===== src/rtl/branch_controller.sv =====
// rtl/branch_controller.sv - execute-stage branch resolution, flag register and pipeline flush control
//
// Resolves conditional branches in the execute stage against the architectural
// flag register. A taken branch redirects fetch for one cycle and squashes
// decode and execute for FLUSH_CYCLES cycles.
//
// Ports:
//   clk           clock, all state updates on the rising edge
//   rst           synchronous active-low reset
//   StallE        execute stage held, nothing is accepted
//   BranchE       execute-stage instruction is a branch
//   CondE[2:0]    branch condition code
//   FlagWriteE    execute-stage instruction writes the flags
//   ALUFlagsE     ALU flags, bit0=N bit1=Z bit2=C bit3=V
//   TargetE       computed branch target
//   PCSrc         one-cycle pulse selecting BranchTarget at fetch
//   BranchTarget  registered target, valid while PCSrc=1, holds otherwise
//   FlushD        squash decode stage
//   FlushE        squash execute stage
//   Busy          controller in FLUSH state
//   IllegalCond   one-cycle pulse for an undefined condition code
//   FlagsQ        architectural flag register
//   TakenCount    saturating count of taken branches

module branch_controller #(
    parameter int ADDR_W       = 32,
    parameter int FLUSH_CYCLES = 2,
    parameter int CNT_W        = 16
) (
    input  logic              clk,
    input  logic              rst,
    input  logic              StallE,
    input  logic              BranchE,
    input  logic [2:0]        CondE,
    input  logic              FlagWriteE,
    input  logic [3:0]        ALUFlagsE,
    input  logic [ADDR_W-1:0] TargetE,
    output logic              PCSrc,
    output logic [ADDR_W-1:0] BranchTarget,
    output logic              FlushD,
    output logic              FlushE,
    output logic              Busy,
    output logic              IllegalCond,
    output logic [3:0]        FlagsQ,
    output logic [CNT_W-1:0]  TakenCount
);

    // Condition codes
    localparam logic [2:0] COND_EQ = 3'b011;
    localparam logic [2:0] COND_NE = 3'b100;
    localparam logic [2:0] COND_GT = 3'b101;
    localparam logic [2:0] COND_LT = 3'b110;
    localparam logic [2:0] COND_AL = 3'b111;

    // The flush counter counts down to zero and leaves FLUSH on the edge after
    // it reads zero, so loading FLUSH_CYCLES-1 gives exactly FLUSH_CYCLES
    // cycles in FLUSH.
    localparam logic [3:0] FLUSH_LOAD = 4'(FLUSH_CYCLES - 1);

    typedef enum logic [0:0] {
        ST_IDLE  = 1'b0,
        ST_FLUSH = 1'b1
    } state_t;

    state_t     state_q;
    state_t     state_d;
    logic [3:0] cnt_q;
    logic [3:0] cnt_d;

    logic       accept;
    logic       cond_defined;
    logic       cond_true;
    logic       take;
    logic       illegal;

    logic       flag_n;
    logic       flag_z;
    logic       flag_v;

    // Evaluation always uses the registered flags, so a flag-writing branch
    // sees the flags from before its own update.
    assign flag_n = FlagsQ[0];
    assign flag_z = FlagsQ[1];
    assign flag_v = FlagsQ[3];

    assign accept = (state_q == ST_IDLE) && !StallE;

    always_comb begin
        cond_defined = 1'b1;
        cond_true    = 1'b0;
        case (CondE)
            COND_AL: cond_true = 1'b1;
            COND_EQ: cond_true = flag_z;
            COND_NE: cond_true = !flag_z;
            COND_GT: cond_true = !flag_z && !(flag_n ^ flag_v);
            COND_LT: cond_true = flag_n ^ flag_v;
            default: cond_defined = 1'b0;
        endcase
    end

    assign take    = accept && BranchE && cond_defined && cond_true;
    assign illegal = accept && BranchE && !cond_defined;

    // Next-state logic
    always_comb begin
        state_d = state_q;
        cnt_d   = cnt_q;
        case (state_q)
            ST_IDLE: begin
                if (take) begin
                    state_d = ST_FLUSH;
                    cnt_d   = FLUSH_LOAD;
                end
            end
            ST_FLUSH: begin
                // Runs regardless of StallE; the squashed bubbles carry nothing.
                if (cnt_q == 4'd0) begin
                    state_d = ST_IDLE;
                end else begin
                    cnt_d = cnt_q - 4'd1;
                end
            end
            default: begin
                state_d = ST_IDLE;
                cnt_d   = 4'd0;
            end
        endcase
    end

    always_ff @(posedge clk) begin
        if (!rst) begin
            state_q      <= ST_IDLE;
            cnt_q        <= 4'd0;
            PCSrc        <= 1'b0;
            IllegalCond  <= 1'b0;
            BranchTarget <= '0;
            FlagsQ       <= 4'd0;
            TakenCount   <= '0;
        end else begin
            state_q     <= state_d;
            cnt_q       <= cnt_d;
            PCSrc       <= take;
            IllegalCond <= illegal;
            if (take) begin
                BranchTarget <= TargetE;
            end
            if (accept && FlagWriteE) begin
                FlagsQ <= ALUFlagsE;
            end
            if (take && (TakenCount != {CNT_W{1'b1}})) begin
                TakenCount <= TakenCount + 1'b1;
            end
        end
    end

    assign Busy   = (state_q == ST_FLUSH);
    assign FlushD = Busy;
    assign FlushE = Busy;

endmodule


===== config.mk =====
export PLATFORM = sky130hd
export DESIGN_NAME = branch_controller
export DESIGN_NICKNAME = d
export VERILOG_FILES = /design/src/rtl/branch_controller.sv
export SDC_FILE = /design/constraint.sdc
export NUM_CORES = 1
export LEC_CHECK = 0
export ABC_AREA = 1
export CORE_MARGIN = 4
export CORE_UTILIZATION = 47
export CTS_CLUSTER_DIAMETER = 150
export DETAILED_ROUTE_END_ITERATION = 12
export HOLD_SLACK_MARGIN = 0.03
export MAX_ROUTING_LAYER = met4
export PLACE_DENSITY = 0.85
export SLEW_MARGIN = 20
export SYNTH_ARGS = -nofsm -noshare
export SYNTH_HDL_FRONTEND = slang
export SYNTH_SLANG_ARGS = --single-unit

===== constraint.sdc =====
create_clock -name clk -period 5.2 [get_ports clk]
set_clock_uncertainty 0.15 [all_clocks]
set_input_delay 1.56 -clock clk [delete_from_list [all_inputs] [get_ports clk]]
set_output_delay 1.56 -clock clk [all_outputs]
set_load 0.01 [all_outputs]

==> summary.txt <==
Status
  – Status: complete, no violations

Routing
  – Final WL: 6940 um
  – Post-DRT Antenna Nets: 0
  – Vias per std cell: 5.09
  – DRT iter0 DRCs: 106
  – DRC Markers: 0
  – Routed via count: 2650
  – 1st-pass router iterations: 4
  – Routed WL per cell: 13.3 um

Synthesis
  – Synth top area share: 44.8%
  – Synthesized cell area: 2640 um2
  – Synth cell types: 27
  – Post-synthesis cell count: 352
  – Seq cells post-synth: 59
  – Mean Syn Cell Area: 7.49 um2
  – Synth area leader: dfxtp_1
  – Syn_nets: 398
  – Yosys Warn Count: 0
  – Largest cells by area after synthesis: dfxtp_1 (45%), nor2_1 (13%), o21ai_0 (7.0%), nand2_1 (7.0%), a21oi_2 (3.3%)
  – Sequential fraction of the synthesis area: 44.8%

STA
  – Final TNS setup: 0 ns
  – Slew Limit Fails: 0
  – Setup violators final: 0
  – Final Hold Fails: 0
  – Max Fclk: 0.289 GHz
  – RSZ-0062 raised after global routing: false
  – Slew @ Worst Pin: 0.805 ns
  – Slew margin rel.: 46.2%
  – Fin crit share: 66.6%
  – Min cycle time layout: 3.46 ns

Final layout
  – Most frequent cells in the layout: clkdlybuf4s50_1 (100), nor2_1 (88), dfxtp_1 (59)
  – Fin util: 69.8%
  – NumNets Final: 492
  – Share of cells above drive strength 1: 10.9%
  – Commonest non-fill, non-tap cell in the layout: clkdlybuf4s50_1
  – Antenna diodes: 0
  – Area growth syn-to-layout: 44.8%

Worst setup path
  – CP endpoint kind: register
  – Nature of the critical path startpoint: primary input
  – CP arrival: 3.56 ns
  – Critical path class: in -> reg
  – Crit Path Max Fanout: 42
  – Worst endpoint required time: 5.30 ns

Clock network
  – # clock sinks: 59
  – CTS tree: done
  – CTS max path bufs: 2
  – Post-cts sizing count: 0
  – H-tree levels: 3
  – CTS Root Cell: clkbuf_8
  – Post-CTS Setup Bufs: 0
  – Clock-pin slew on the worst setup and hold paths: 0.06 ns
  – # hold bufs at CTS: 0
  – Worst-skew pair later-pin latency: 0.33 ns
  – Num CTS Buffers: 9

Place
  – Post-DP HPWL: 5040 um
  – Routability congestion estimate: 0.841
  – IO Port Bufs: 100

Run
  – Max_cap viols: 0

Global routing
  – Vias in the first global route: 2539
  – First-pass GRT wire length: 11700 um
  – Pin count of the biggest net entering global routing: 43
  – Total GRT Usage: 21.2%
  – Gr ovfl total: 0
  – Antenna violations before repair: 0

Floorplanning
  – Die ar.: 6870 um2
  – CORE AREA: 5470 um2
  – Starting Density: 48.2%
  – IO Count: 101
  – Std cell rows: 27
  – Chip height: 82.9 um
  – DIE WIDTH: 82.9 um

Power
  – PD cells: 259 nW/um2
  – Leak: 1.38 nW
  – Combinational share of power: 12.2%
  – Cell-internal power: 0.000760 W
  – Sequential power share: 48.1%
  – Psw: 0.000228 W
  – Clk pwr share: 39.8%
  – Peak VDD IR: 136 uV
  – Switch share: 23.1%

Worst hold path
  – Hold Path Class: reg -> reg
critical path, stage by stage:
cell and delay, ns:
clkdlybuf4s50_1 0.52, inv_1 0.07, nand3_1 0.08, nand2_1 0.08, nand2_2 0.13, nand2_4 0.23
nor2_2 0.63, nand2_1 0.10, a21oi_1 0.15
cell usage after synthesis:
library cell and n:
a21oi_1 12, a21oi_2 10, or2_1 1, buf_6 2
xor2_1 7, ha_1 2, inv_1 13, or2_2 2
a22oi_1 1, dfxtp_1 59, buf_4 2, nor3_2 1
nor2_4 2, nand3_1 16, nor2_1 88, inv_2 2
clkbuf_1 8, nand2_4 1, buf_2 6, nor2_2 2
xnor2_1 6, o21ai_1 1, o21ai_0 37, nand2_1 49
nand4_1 7, nand2_2 12, nand3_2 3
registers in the layout, indices dropped and copies added, names as in the netlist:
signal and flops:
cnt_q 4, PCSrc 1, IllegalCond 1, TakenCount 16, BranchTarget 32, FlagsQ 4
Busy 1
path summary, 6_finish.rpt:
check                                 startpoint               end  slack, ns  cells past startpoint
worst max-delay path                    CondE[0]     TakenCount[6]       1.74                      9
worst max register to register              Busy     TakenCount[6]       2.97                      7
worst min-delay path            BranchTarget[20]  BranchTarget[20]       0.33                      2
worst min register to register  BranchTarget[20]  BranchTarget[20]       0.33                      2
kinds of logic after synthesis:
logic type | count (synthesis) | synth area share, %
XOR/XNOR | 13 | 4.32
AO/OA/AOI/OAI | 61 | 13.1
AND/OR/NAND/NOR | 184 | 31.0
flip-flops | 59 | 44.8
buffers and inverters | 33 | 5.84
adder cells (fa/ha/maj) | 2 | 0.949
stage by stage:
step           total power [W]  cell area [um2]  hold slack [ns]  setup WS [ns]  cells
2_1_floorplan         0.000538             2640            0.307           2.55    352
3_3_place_gp          0.000602             3640            0.313           1.46    507
3_5_place_dp          0.000605             3640            0.321           1.39    507
4_1_cts               0.000994             3820            0.336           1.74    521
5_1_grt                0.00103             3820            0.350           1.57    521
6_report              0.000988             3820            0.329           1.74    521
power by group through the flow:
stage	clock (W)	sequential [W]	combinational, W
floorplan	0	0.000490	0.0000476
global placement	0	0.000484	0.000118
detailed placement	0	0.000485	0.000120
CTS	0.000398	0.000475	0.000121
global route	0.000417	0.000476	0.000132
finish	0.000393	0.000475	0.000120
area by class of cell:
cell class                 count  area (um2)
sequential                    59        1180
inverter                      15        56.3
tap                           72        90.1
timing repair buffer         101        1010
clock inverter                 3        40.0
fill                         437        1650
multi-input combinational    260        1300
clock buffer                  11         141
routing by layer:
layer	GRT usage (%)	vias to the layer above	wire [um]
met5	-	-	0
met4	9.21	0	128
met3	4.56	15	441
met2	35.1	97	3330
met1	24.7	1217	3040
li1	-	1321	-
No activity file was read; power rests on OpenSTA's default activity.
